File: src/rtl/muldiv_seq.sv
// Multi-cycle RV32M multiply/divide unit: shift-add multiplier and restoring divider on one datapath.
// Define MULDIV_FAST_MUL_EN to compute multiplies combinationally on the accepting edge.
module muldiv_seq #(
  parameter int unsigned XLEN  = 32,
  parameter int unsigned CNT_W = $clog2(XLEN) + 1
) (
  input  logic            clk,
  input  logic            rst_n,
  input  logic            start,
  input  logic            flush,
  input  logic [5:0]      aluSelect,
  input  logic [XLEN-1:0] rs1,
  input  logic [XLEN-1:0] rs2,
  output logic            busy,
  output logic            done,
  output logic [XLEN-1:0] result
);

  localparam logic [5:0] OpMul    = 6'b100110;
  localparam logic [5:0] OpMulh   = 6'b100111;
  localparam logic [5:0] OpMulhsu = 6'b101000;
  localparam logic [5:0] OpMulhu  = 6'b101001;
  localparam logic [5:0] OpDiv    = 6'b101010;
  localparam logic [5:0] OpDivu   = 6'b101011;
  localparam logic [5:0] OpRem    = 6'b101100;
  localparam logic [5:0] OpRemu   = 6'b101101;

  typedef enum logic [1:0] {StIdle, StCalc, StFix, StDone} state_e;

  state_e            r_state, w_state_d;
  logic [CNT_W-1:0]  r_cnt, w_cnt_d;
  logic [2*XLEN-1:0] r_acc, w_acc_d;
  logic [XLEN-1:0]   r_opb, w_opb_d;
  logic [5:0]        r_op, w_op_d;
  logic              r_neg, w_neg_d;
  logic [XLEN-1:0]   r_result, w_result_d;

  logic              w_in_mul, w_in_div, w_in_rem, w_a_signed, w_b_signed;
  logic              w_sign_a, w_sign_b, w_div_zero, w_ovf, w_early;
  logic [XLEN-1:0]   w_abs_a, w_abs_b, w_early_res, w_fix_lo, w_fix_hi, w_fix_res;
  logic [XLEN:0]     w_mul_sum, w_div_shift, w_div_trial;
  logic [2*XLEN-1:0] w_mul_next, w_div_next, w_fix_prod;

  assign w_in_mul   = aluSelect inside {OpMul, OpMulh, OpMulhsu, OpMulhu};
  assign w_in_div   = aluSelect inside {OpDiv, OpDivu, OpRem, OpRemu};
  assign w_in_rem   = aluSelect inside {OpRem, OpRemu};
  assign w_a_signed = aluSelect inside {OpMul, OpMulh, OpMulhsu, OpDiv, OpRem};
  assign w_b_signed = aluSelect inside {OpMul, OpMulh, OpDiv, OpRem};
  assign w_sign_a   = w_a_signed & rs1[XLEN-1];
  assign w_sign_b   = w_b_signed & rs2[XLEN-1];
  assign w_abs_a    = w_sign_a ? -rs1 : rs1;
  assign w_abs_b    = w_sign_b ? -rs2 : rs2;
  assign w_div_zero = w_in_div && (rs2 == '0);
  assign w_ovf      = (aluSelect inside {OpDiv, OpRem}) && (rs1 == {1'b1, {(XLEN-1){1'b0}}})
                      && (rs2 == '1);

`ifdef MULDIV_FAST_MUL_EN
  logic [2*XLEN-1:0] w_fast_a, w_fast_b, w_fast_prod;
  // Low 2*XLEN bits of a product of sign/zero-extended operands equal the true product.
  assign w_fast_a    = {{XLEN{w_sign_a}}, rs1};
  assign w_fast_b    = {{XLEN{w_sign_b}}, rs2};
  assign w_fast_prod = w_fast_a * w_fast_b;
  assign w_early     = ~(w_in_mul | w_in_div) | w_div_zero | w_ovf | w_in_mul;
`else
  assign w_early     = ~(w_in_mul | w_in_div) | w_div_zero | w_ovf;
`endif

  always_comb begin
    w_early_res = '0;
    if (w_div_zero) begin
      w_early_res = w_in_rem ? rs1 : '1;
    end else if (w_ovf) begin
      w_early_res = w_in_rem ? '0 : rs1;
`ifdef MULDIV_FAST_MUL_EN
    end else if (w_in_mul) begin
      w_early_res = (aluSelect == OpMul) ? w_fast_prod[XLEN-1:0] : w_fast_prod[2*XLEN-1:XLEN];
`endif
    end
  end

  // Multiply: upper half accumulates, lower half holds the shifting multiplier.
  assign w_mul_sum  = {1'b0, r_acc[2*XLEN-1:XLEN]} + (r_acc[0] ? {1'b0, r_opb} : '0);
  assign w_mul_next = {w_mul_sum, r_acc[XLEN-1:1]};

  // Divide: upper half is the partial remainder, lower half dividend shifting into quotient.
  assign w_div_shift = {r_acc[2*XLEN-1:XLEN], r_acc[XLEN-1]};
  assign w_div_trial = w_div_shift - {1'b0, r_opb};
  assign w_div_next  = w_div_trial[XLEN] ? {w_div_shift[XLEN-1:0], r_acc[XLEN-2:0], 1'b0}
                                         : {w_div_trial[XLEN-1:0], r_acc[XLEN-2:0], 1'b1};

  assign w_fix_prod = r_neg ? -r_acc : r_acc;
  assign w_fix_lo   = r_neg ? -r_acc[XLEN-1:0] : r_acc[XLEN-1:0];
  assign w_fix_hi   = r_neg ? -r_acc[2*XLEN-1:XLEN] : r_acc[2*XLEN-1:XLEN];

  always_comb begin
    w_fix_res = '0;
    unique case (r_op)
      OpMul:                     w_fix_res = w_fix_prod[XLEN-1:0];
      OpMulh, OpMulhsu, OpMulhu: w_fix_res = w_fix_prod[2*XLEN-1:XLEN];
      OpDiv, OpDivu:             w_fix_res = w_fix_lo;
      OpRem, OpRemu:             w_fix_res = w_fix_hi;
      default:                   w_fix_res = '0;
    endcase
  end

  always_comb begin
    w_state_d  = r_state;
    w_cnt_d    = r_cnt;
    w_acc_d    = r_acc;
    w_opb_d    = r_opb;
    w_op_d     = r_op;
    w_neg_d    = r_neg;
    w_result_d = r_result;
    if (flush) begin
      w_state_d = StIdle;
      w_cnt_d   = '0;
    end else begin
      unique case (r_state)
        StIdle: begin
          if (start) begin
            if (w_early) begin
              w_result_d = w_early_res;
              w_state_d  = StDone;
            end else begin
              w_state_d = StCalc;
              w_op_d    = aluSelect;
              w_cnt_d   = CNT_W'(XLEN);
              w_acc_d   = {{XLEN{1'b0}}, w_abs_a};
              w_opb_d   = w_abs_b;
              // Remainder follows the dividend; product and quotient follow the sign product.
              w_neg_d   = w_in_rem ? w_sign_a : (w_sign_a ^ w_sign_b);
            end
          end
        end
        StCalc: begin
          w_acc_d = (r_op inside {OpMul, OpMulh, OpMulhsu, OpMulhu}) ? w_mul_next : w_div_next;
          w_cnt_d = r_cnt - CNT_W'(1);
          if (r_cnt == CNT_W'(1)) w_state_d = StFix;
        end
        StFix: begin
          w_result_d = w_fix_res;
          w_state_d  = StDone;
        end
        StDone:  w_state_d = StIdle;
        default: w_state_d = StIdle;
      endcase
    end
  end

  always_ff @(posedge clk or negedge rst_n) begin
    if (!rst_n) begin
      r_state  <= StIdle;
      r_cnt    <= '0;
      r_acc    <= '0;
      r_opb    <= '0;
      r_op     <= '0;
      r_neg    <= 1'b0;
      r_result <= '0;
    end else begin
      r_state  <= w_state_d;
      r_cnt    <= w_cnt_d;
      r_acc    <= w_acc_d;
      r_opb    <= w_opb_d;
      r_op     <= w_op_d;
      r_neg    <= w_neg_d;
      r_result <= w_result_d;
    end
  end

  assign busy   = (r_state == StCalc) || (r_state == StFix);
  assign done   = (r_state == StDone);
  assign result = r_result;

endmodule

File: config.mk
export PLATFORM = sky130hd
export DESIGN_NAME = muldiv_seq
export DESIGN_NICKNAME = d
export VERILOG_FILES = /design/src/rtl/muldiv_seq.sv
export SDC_FILE = /design/constraint.sdc
export NUM_CORES = 1
export LEC_CHECK = 0
export CORE_MARGIN = 4
export CORE_UTILIZATION = 55
export DETAILED_ROUTE_END_ITERATION = 10
export MAX_ROUTING_LAYER = met4
export PLACE_DENSITY = 0.79
export RECOVER_POWER = 25
export SYNTH_ARGS = -nofsm -noshare
export SYNTH_HDL_FRONTEND = slang
export SYNTH_SLANG_ARGS = --single-unit
File: constraint.sdc
create_clock -name clk -period 3.3 [get_ports clk]
set_input_delay 0.66 -clock clk [delete_from_list [all_inputs] [get_ports clk]]
set_output_delay 0.66 -clock clk [all_outputs]
set_load 0.005 [all_outputs]
Word level (Yosys, flattened, before mapping)
Index checks and enable logic that the tools add are counted.

cells by class
  bitwise operators = 9
  add/subtract/negate cells = 8
  eq/ne operators = 28
  reductions and logical operators = 24
  mux-type cells = 29

operator list
  cell                    number
  $mux W32                11
  $mux W64                5
  $neg A32 Y32            4
  $pmux W32 S4            1
  $pmux W64 S2            1
  $eq A6 B6 Y1 const B    16
  $eq A32 B32 Y1 const B  2
  $neg A64 Y64            1
  $pmux W32 S2            1
  $add A32 B32 Y33        1
  $sub A33 B32 Y33        1
  $logic_not A32 Y1       1
  $mux W6                 3
  $reduce_bool A4 Y1      4
  $pmux W6 S2             1
  $reduce_and A4 Y1       3
  $ne A3 B3 Y1 const B    3
  $mux W2                 4
  $pmux W2 S4             1
  $reduce_bool A2 Y1      4
  $eq A6 B1 Y1 const B    1
  $ne A2 B2 Y1 const B    3
  $sub A6 B1 Y6 const B   1
  $reduce_bool A5 Y1      1
  other kinds (15)        24

word-level totals
  output and inout port bits = 34
  register bits = 143
  logic and storage cells = 105

Depth between registers and ports, before layout
  depth after elaboration = 10
  depth in mapped cells = 15
  mapped depth without buffers = 13

Worst setup path after synthesis
No wires, ideal clock.

  path type = register to register
  start point = reg r_acc[0]
  end point = reg r_acc[60]
  stages on the path, launching flop included = 13
  slack = -100 ps
  arrival = 3262 ps
  setup time = 138 ps
  path buffers = 1
  cell sequence = dfrtp_1 > inv_1 > clkbuf_1 > nor2_1 > ha_1 > a21o_1 > a221o_1 > a221o_1 > a211oi_1 > o21bai_1 > a221oi_1 > xor2_1 > o221ai_1

between the ends
  longest elaborated chain between the ends = 4

RTL lines
  element                 line  source
  from (decl)             32    logic [2*XLEN-1:0] r_acc, w_acc_d;
  from (signal assigned)  162   r_acc <= w_acc_d;
  $mux W32                82    assign w_mul_sum = {1'b0, r_acc[2*XLEN-1:XLEN]} + (r_acc[0] ? {1'b0, r_opb} : '0);
  $add A32 B32 Y33        82
  $mux W64                136   w_acc_d = (r_op inside {OpMul, OpMulh, OpMulhsu, OpMulhu}) ? w_mul_next : w_div_next;
  $pmux W64 S2            118   unique case (r_state)

No other way between the ends.
A chain may end at the register's enable or synchronous reset.

Final worst setup path
  start point = reg r_opb[0]
  end point = reg r_acc[60]

between the ends
  longest elaborated chain between the ends = 4
  elaborated cells on any way between the ends = 6
  classes of those cells = 2 x add/sub; 4 x mux

RTL lines
  element                                       line    source
  from (decl)                                   33      logic [XLEN-1:0] r_opb, w_opb_d;
  from (signal assigned)                        163     r_opb <= w_opb_d;
  $sub A33 B32 Y33 or $mux W32 (tied branches)  87, 82
  $mux W64 or $add A32 B32 Y33 (tied branches)  88, 82
  $mux W64 (*)                                  136
  $pmux W64 S2 (*)                              118

Every way passes the cells marked *; elsewhere a longest branch is shown, timed or not.

==> flow_metrics.tcl <==
set metrics [dict create \
    status "finished with violations" \
    violations "capacitance limit, slew limit, setup timing" \
    fillCellCount 1923 \
    p_total_mw 20.7 \
    cts_hold_buf 0 \
    grt_pass1_wl_mm 92.1 \
    startpoint_type "register" \
    nets 2568 \
    hold_path_end "r_op[5]$_DFFE_PN0P_" \
    fin_hold_ws_ps 473 \
    initial_utilization_pct 55.8 \
    maxSlewViolCount 113 \
    syn_to_final_growth_pct 39.0 \
    tightest_slew_ps 1560 \
    p_leak_nw 9.18 \
    antenna_found_initial 0 \
    r2r_cells 13 \
    first_iter_violations 2604 \
    hp-class "register to register" \
    irDropWorstVdd_v 0.000864 \
    fin_ws_ps -188 \
    row_count 59 \
    clock-sinks 143 \
    synth_cell_types 85 \
    grt_overflow 0 \
    num_vias 18200 \
    required_ps 3590 \
    netlist_top_cells_area "dfrtp_1 (25%), o21ai_0 (7.2%), ha_1 (6.5%)" \
    drtAntennaViolNets 0 \
    synth_top_cell_by_area "dfrtp_1" \
    synthFlopType "dfrtp_1" \
    hold_start "r_op[5]$_DFFE_PN0P_" \
    cap_violations 2 \
    htreeDepth 4 \
    r2r_start "r_opb[0]$_DFFE_PN0P_" \
    hold_violations 0 \
    drc 0 \
    io_buffers 107 \
    design.core.area_um2 26100 \
    chipHeight_um 171 \
    place_congestion 1.09 \
    place_area_um2 18700 \
    r2r_slack_ps -190 \
    cts_made_buffers 17 \
    io_pins 108 \
    drive_gt1_share_pct 24.8 \
    syn_area_um2 14600 \
    cp_max_fo 6 \
    grt_use_total_pct 41.2 \
    synth-edff-count 0 \
    slew_headroom_pct -4.01 \
    utilization_pct 77.6 \
    syn_inst 1974 \
    criticalPathCategory "register to register" \
    cts_tree "built" \
    r2r_end "r_acc[60]$_DFFE_PN0P_" \
    die_area_um2 29100 \
    fin_skew_ps 23.5 \
    rsz0062_at_grt "true" \
    grt_max_degree 57 \
    hpwl_mm 46.6 \
    worstHoldPathCells 1 \
    endpoint_kind "register" \
    wl_per_cell_um 22.3 \
    synth-seq-cells 143 \
    cts_root_buf "clkbuf_16" \
    timing.fmax_ghz 0.287 \
    wl_mm 61.7 \
    clock_latency_ps 450 \
    synth_area_per_cell_um2 7.37 \
    worstPathArrival_ps 3780 \
    yosysSeqAreaShare_pct 24.6 \
    cts.path.max_buffers 2 \
    fin_crit_sh_pct 106 \
    final_area_um2 20200 \
    die_w_um 171 \
    synthDominantCellAreaShare_pct 24.6 \
    clk_pin_slew_ps 70 \
    vias_per_cell 6.57 \
    async_flop_share_pct 100 \
    yosys_warnings 0 \
    drt-pass1-iter-count 6 \
    setup_viol 33 \
    power_density_nw_per_um2 1020 \
    period_minus_slack_ps 3490 \
    synth_fp_nets 2126 \
    grt_pass1_vias 16700 \
]
[placed cells by master, fill, tap and decap left out, drive strengths merged, types with 33 or more instances in the layout]
cell / netlist / layout
buf: 26 / 429
o21ai: 213 / 213
nor2: 206 / 207
nand2: 204 / 204
a21oi: 163 / 163
dfrtp: 143 / 143
clkdlybuf4s50: 0 / 101
xor2: 87 / 87
ha: 76 / 76
inv: 65 / 74
xnor2: 71 / 71
nand3: 62 / 62
nor3: 46 / 46
o31ai: 36 / 36
a31oi: 33 / 33
[kinds of logic after synthesis]
family / count (synthesis) / share of synthesized area, %
flops: 143 / 24.6
xor+xnor: 158 / 9.51
compound gates: 655 / 27.9
simple gates: 734 / 24.5
buf+inv: 184 / 5.10
fa+ha+maj: 78 / 6.81
mux: 22 / 1.58
[area by class of cell]
class	count	area, µm²	share of cell area, %
multi-input combinational	1648	10800	53.4
inverter	65	246	1.22
sequential	143	3580	17.7
clock inverter	14	138	0.680
tap	335	419	2.07
clock buffer	18	439	2.17
antenna	1	2.50	0.0124
timing repair buffer	541	4610	22.8
[state kept, by name (all words and copies together) (netlist names)]
signal,cells
r_cnt,6
r_opb,32
r_neg,1
r_op,6
r_state,2
r_acc,64
result,32
[timing repair]
action	CTS	global route
gates cloned	2	5
setup buffers	23	14
pin swaps	40	35
setup endpoints to repair	79	82
gates resized for setup	72	105
[synthesized netlist by cell type, types with 18 or more instances]
cell type  count
or3_1         25
nand2b_1      28
ha_1          76
nand4_1       25
xnor2_1       71
o21ai_0      208
nor3_1        45
inv_1         65
a31oi_1       33
o211ai_1      21
or4_1         24
nand3_1       61
o21a_1        19
and3_1        18
o31ai_1       36
nand2_1      204
a21oi_1      162
nor2_1       205
nor4_1        22
o22ai_1       27
clkbuf_1      93
xor2_1        87
a21o_1        28
dfrtp_1      143
[layer usage]
layer	global-route usage, %	part of all wire, %	wire length [µm]	up-vias
li1	-	-	-	8108
met1	55.0	39	24200	8566
met2	60.8	43	26400	1243
met3	11.4	14	8570	242
met4	13.6	4.2	2560	0
met5	-	0	0	-
[stage by stage]
step	setup TNS, ps	setup slack, ps	std cells
6_report	-3470	-188	2765
5_1_grt	-4900	-212	2764
4_1_cts	-292	-51.3	2747
3_5_place_dp	-62590	-601	2691
3_3_place_gp	-53300	-523	2691
2_1_floorplan	0	0.229	1974
[power by group]
group / total [mW] / switching, mW / internal (mW) / leakage [nW]
logic: 15.3 / 8.67 / 6.67 / 7.09
registers: 3.33 / 0.797 / 2.54 / 1.80
clock network: 1.99 / 0.963 / 1.03 / 0.284
[worst max path at each step]
stage | startpoint | to | slack [ps] | depth (start not counted)
6_report | r_opb[0]$_DFFE_PN0P_ | r_acc[60]$_DFFE_PN0P_ | -190 | 13
4_1_cts | r_opb[0]$_DFFE_PN0P_ | r_acc[51]$_DFFE_PN0P_ | -50 | 14
5_1_grt | r_opb[17]$_DFFE_PN0P_ | r_acc[60]$_DFFE_PN0P_ | -210 | 13
3_3_place_gp | rs2[14] | result[28]$_DFFE_PN0P_ | -520 | 13
3_5_place_dp | rs2[14] | result[15]$_DFFE_PN0P_ | -600 | 12
2_1_floorplan | rs2[14] | result[19]$_DFFE_PN0P_ | 0.2 | 10
[critical path: stages (launching register included)]
cell and delay (ps):
dfrtp_1 420, ha_4 190, fa_2 360, nand2b_4 160, a21oi_4 130, o211ai_1 220
a211oi_2 390, a311o_1 370, a311oi_4 140, buf_6 190, nor2_4 270, buf_6 170
mux2i_1 190, o221ai_1 130
No activity file was read; power rests on OpenSTA's default activity.
